`config.mk`:
```
export PLATFORM = sky130hd
export DESIGN_NAME = ahb_slavemux_code
export DESIGN_NICKNAME = d
export VERILOG_FILES = /design/src/rtl/ahb_slavemux_code.sv
export SDC_FILE = /design/constraint.sdc
export NUM_CORES = 1
export LEC_CHECK = 0
export ABC_AREA = 1
export BUFFER_PORTS_ARGS = -buffer_cell sky130_fd_sc_hd__buf_2
export CORE_MARGIN = 5
export CORE_UTILIZATION = 35
export DETAILED_ROUTE_END_ITERATION = 12
export PLACE_DENSITY = 0.74
export SLEW_MARGIN = 20
export SYNTH_ARGS = -nofsm -noshare
export SYNTH_HDL_FRONTEND = slang
export SYNTH_SLANG_ARGS = --single-unit
```
`constraint.sdc`:
```
create_clock -name HCLK -period 1.15 [get_ports HCLK]
set_input_delay 0.115 -clock HCLK [delete_from_list [all_inputs] [get_ports HCLK]]
set_output_delay 0.115 -clock HCLK [all_outputs]
set_load 0.005 [all_outputs]
```
`src/rtl/ahb_slavemux_code.sv`:
```
// Code-region AHB-Lite data-phase response mux with a built-in default slave
// that answers every out-of-window active transfer with a two-cycle ERROR.
module ahb_slavemux_code #(
    parameter int DW  = 32,
    parameter int ECW = 8
) (
    input  logic           HCLK,
    input  logic           HRESET,
    input  logic           HSEL_ROM,
    input  logic           HSEL_DefSlave,
    input  logic [1:0]     HTRANS,
    input  logic [DW-1:0]  HRDATA_ROM,
    input  logic           HREADYOUT_ROM,
    input  logic           HRESP_ROM,
    output logic [DW-1:0]  HRDATA,
    output logic           HREADY,
    output logic           HRESP,
    output logic [ECW-1:0] ERR_CNT
);

    localparam logic [1:0] SEL_NONE = 2'b00;
    localparam logic [1:0] SEL_ROM  = 2'b01;
    localparam logic [1:0] SEL_DEF  = 2'b10;

    typedef enum logic [1:0] {IDLE, ERR1, ERR2} def_state_t;

    def_state_t state, state_next;
    logic [1:0] sel_q;
    logic       def_ready, def_resp;
    logic       def_accept;

    // Only an active (NONSEQ/SEQ) transfer that the ROM does not claim earns an ERROR.
    assign def_accept = HREADY && HSEL_DefSlave && !HSEL_ROM && HTRANS[1];

    always_ff @(posedge HCLK) begin
        if (HRESET) begin
            sel_q <= SEL_NONE;
        end else if (HREADY) begin
            if (HSEL_ROM)
                sel_q <= SEL_ROM;
            else if (HSEL_DefSlave)
                sel_q <= SEL_DEF;
            else
                sel_q <= SEL_NONE;
        end
    end

    always_ff @(posedge HCLK) begin
        if (HRESET)
            state <= IDLE;
        else
            state <= state_next;
    end

    always_comb begin
        state_next = state;
        def_ready  = 1'b1;
        def_resp   = 1'b0;
        case (state)
            IDLE: begin
                if (def_accept)
                    state_next = ERR1;
            end
            ERR1: begin
                def_ready  = 1'b0;
                def_resp   = 1'b1;
                state_next = ERR2;
            end
            ERR2: begin
                def_resp   = 1'b1;
                state_next = def_accept ? ERR1 : IDLE;
            end
            default: state_next = IDLE;
        endcase
    end

    // Every ERR1 cycle is followed by ERR2, so counting in ERR1 counts completed errors.
    always_ff @(posedge HCLK) begin
        if (HRESET)
            ERR_CNT <= '0;
        else if (state == ERR1 && ERR_CNT != '1)
            ERR_CNT <= ERR_CNT + ECW'(1);
    end

    always_comb begin
        HRDATA = '0;
        HREADY = 1'b1;
        HRESP  = 1'b0;
        case (sel_q)
            SEL_ROM: begin
                HRDATA = HRDATA_ROM;
                HREADY = HREADYOUT_ROM;
                HRESP  = HRESP_ROM;
            end
            SEL_DEF: begin
                HREADY = def_ready;
                HRESP  = def_resp;
            end
            default: ;
        endcase
    end

endmodule
```
==> results.json <==
{
  "post_layout_nets": 322,
  "worst_r2r_path_depth": 9,
  "proportion_of_layout_cells_with_a_drive_suffix_above_1_pct": 55.15,
  "grt_antenna_before_repair": 0,
  "layout.filler_cells": 245,
  "timing_worst_setup_path_type": "reg -> out",
  "wl_per_cell_um": 11.35,
  "numPlacedInstances": 294,
  "wire_length_of_the_first_global_routing_pass_mm": 5.575,
  "highest-signal-layer": "met4",
  "final_area_mm2": 0.001849,
  "detailedPlace.worstSlack_ps": -61.39,
  "report.final.setup_viol": 43,
  "reg2reg_setup_slack_ps": -120,
  "share_clk_of_total_power_pct": 17.2,
  "grtUsageTotal_pct": 16.72,
  "report.final.slew_viol_count": 0,
  "top_level_ports": 82,
  "critPathArrivalTime_ps": 1300,
  "place_hpwl_mm": 2.609,
  "antenna-diode-count": 0,
  "syn-num-nets": 223,
  "clockRootBuffer": "clkbuf_4",
  "fin_crit_ps": 1412,
  "power.ir.vdd_worst_mv": 0.6821,
  "max_clock_freq_ghz": 0.7082,
  "rsz_0062_raised_after_global_routing": "yes",
  "htree_levels": 1,
  "synthesis.area_mm2": 0.001005,
  "postRouteAntennaNets": 0,
  "timing.max_cap.violations": 0,
  "detailroute.wirelength.met3_um": 167,
  "yosys_warnings": 0,
  "status": "finished, violations left",
  "via_count_of_the_first_global_routing_pass": 1310,
  "synth.yosys.seq_area_share_pct": 23.91,
  "cts_made_buffers": 3,
  "worst_setup_path_end_kind": "output port",
  "power.density_mw_per_mm2": 861.3,
  "gp_congestion": 0.8538,
  "detailedRoute.firstPassIterationCount": 4,
  "min_delay_worst_endpoint": "sel_q[1]$_SDFFE_PP0N_",
  "r2r_end": "state[1]$_SDFFE_PP0P_",
  "clock-skew-final_ps": 1.407,
  "post_synth_num_cell_types": 17,
  "violations_in_the_final_reports": "setup timing",
  "worstReg2RegStart": "state[1]$_SDFFE_PP0P_",
  "routed_via_density": 4.383,
  "cellLeakagePower_nw": 1.177,
  "initial_utilization_pct": 36.43,
  "min_period_over_period_pct": 122.8,
  "std_cell_rows": 19,
  "initialDrtViolationCount": 46,
  "area_of_placed_instances_mm2": 0.001610,
  "synth_largest_area_cell": "dfxtp_1",
  "min-delay-path-class": "in -> reg",
  "actual_slew_at_the_worst_max_slew_pin_ps": 469.0,
  "hp-start": "HRESET",
  "globalRoute.totalOverflow": 0,
  "place.port_buffers": 80,
  "seqPwrFrac_pct": 30.2,
  "dieWidth_um": 63.58,
  "total_power_w": 0.001593,
  "relSlewSlack_pct": 68.62,
  "clkSinkCount": 12,
  "timing.critical_path.fanout_max": 3,
  "core_mm2": 0.002758,
  "synth_largest_type_area_fraction_pct": 23.91,
  "switching_power_share_of_the_total_pct": 36.56,
  "synth_seq_cells": 12,
  "hold-path-cell-count": 2,
  "synth_area_leaders": "dfxtp_1 (24%), nand2_1 (20%), inv_1 (18%)",
  "detailroute.wirelength.met2_mm": 1.833,
  "die_h_um": 63.58,
  "internal_power_summed_over_all_cells_w": 0.001010,
  "clkLatencyLatePin_ps": 280,
  "drt_wl_total_mm": 3.438,
  "hold_violations": 0,
  "areaGrowthSynthToFinish_pct": 84.06,
  "num_vias": 1328,
  "met1Wirelength_mm": 1.409,
  "syn_area_per_cell_um2": 5.741,
  "worst_path_clk_slew_ps": 80,
  "switchingPower_w": 0.0005824,
  "worst-endpoint-required_ps": 1030,
  "drc": 0,
  "cts_tree": "yes",
  "share_comb_of_total_power_pct": 52.6,
  "final_cells": 303,
  "pin_count_of_the_biggest_net_entering_global_routing": 27,
  "timing.critical_path.from_type": "flip-flop",
  "floorplan.die_area_mm2": 0.004042,
  "final_critical_path_setup_slack_ps": -262.1,
  "cts_buffer_depth": 2,
  "postSynthCellCount": 175
}
-- layer usage --
metal | track usage, % | vias to the layer above
li1 | - | 713
met1 | 18.44 | 573
met2 | 30.58 | 40
met3 | 4.085 | 2
met4 | 5.714 | 0
met5 | 0 | -
-- repair_timing --
action	4_1_cts	5_1_grt
gates resized for setup	22	20
cloned	0	1
setup endpoints to repair	43	46
hold buffers	0	0
pin swaps	8	16
buffers inserted	2	3
-- worst max-delay path by stage --
stage / to / cells past startpoint / startpoint / slack (ps)
final: HREADY / 6 / sel_q[0]$_SDFFE_PP0N_ / -260
after global routing: HREADY / 6 / sel_q[0]$_SDFFE_PP0N_ / -310
after CTS: HRDATA[19] / 6 / sel_q[1]$_SDFFE_PP0N_ / -230
after detailed placement: state[1]$_SDFFE_PP0P_ / 7 / sel_q[0]$_SDFFE_PP0N_ / -60
after global placement: state[1]$_SDFFE_PP0P_ / 7 / sel_q[0]$_SDFFE_PP0N_ / -30
after floorplan: state[1]$_SDFFE_PP0P_ / 9 / sel_q[1]$_SDFFE_PP0N_ / -10
-- synth_stat cells --
| cell type | n |
|---|---|
| buf_2 | 1 |
| ha_1 | 8 |
| nand2_1 | 53 |
| nand4_1 | 3 |
| inv_1 | 49 |
| nand2_2 | 4 |
| nor3_1 | 1 |
| nand3_2 | 2 |
| a21oi_2 | 1 |
| xor2_1 | 1 |
| o21ai_0 | 4 |
| nor2_4 | 2 |
| a21oi_1 | 9 |
| dfxtp_1 | 12 |
| nand3_1 | 7 |
| nor2_1 | 15 |
| clkbuf_1 | 3 |
-- state kept, by name (all words and copies together) (netlist names) --
signal / count
ERR_CNT: 8
sel_q: 2
state: 2
-- logic make-up (layout without fill, tap and decap cells) --
kind of cell	count (synthesis)	count (layout)	share of synthesized area, %
AND/OR/NAND/NOR	87	87	37.98
flip-flops	12	12	23.91
buffers and inverters	53	150	19.93
XOR/XNOR	1	1	0.8719
adder cells (fa/ha/maj)	8	8	9.963
AO/OA/AOI/OAI	14	14	7.347
-- placed cells by master, fill, tap and decap left out, types with 2 or more instances in the layout --
cell      instances
inv_1            42
nand3_2           6
nand2_2           5
a21oi_1           4
nor2_2            2
buf_6             5
ha_4              5
nand2_1          48
nor2_4            2
dfxtp_2           5
nand4_1           3
dfxtp_1           4
ha_1              3
buf_2            79
nor2_1           13
a21oi_2           5
inv_4             6
o21ai_0           2
dfxtp_4           3
clkbuf_4          3
buf_4            12
nand3_4           2
nand2_4           4
-- power by group through the flow --
stage / registers, W / logic [W] / clock network (W)
final: 0.000481 / 0.000838 / 0.000274
after global routing: 0.000483 / 0.000939 / 0.000288
after CTS: 0.000474 / 0.000744 / 0.000275
after detailed placement: 0.000481 / 0.000650 / 0
after global placement: 0.000480 / 0.000640 / 0
after floorplan: 0.000484 / 0.000340 / 0
-- critical path: stages (launching register included) --
cell and delay (ps):
dfxtp_4 380, inv_4 40, ha_4 240, inv_4 60, nand3_4 60, buf_6 120, buf_6 100
-- area by class of cell --
| cell class | count | area, µm² | area share [%] |
|---|---|---|---|
| clock buffer | 3 | 22.52 | 1.218 |
| timing repair buffer | 98 | 586.8 | 31.73 |
| multi-input combinational | 110 | 744.5 | 40.26 |
| inverter | 49 | 198.9 | 10.76 |
| tap | 31 | 38.79 | 2.097 |
| sequential | 12 | 257.7 | 13.94 |
-- stage by stage --
step	TNS (ps)	util, %	hold slack, ps
3_5_place_dp	-283.6	58.39	348.7
5_1_grt	-10910	67.06	62.71
4_1_cts	-7415	62.52	61.59
3_3_place_gp	-65.97	58.39	349.8
6_report	-7581	67.06	55.57
2_1_floorplan	-12.29	-	176.7
Power figures use the tool's default switching activity.
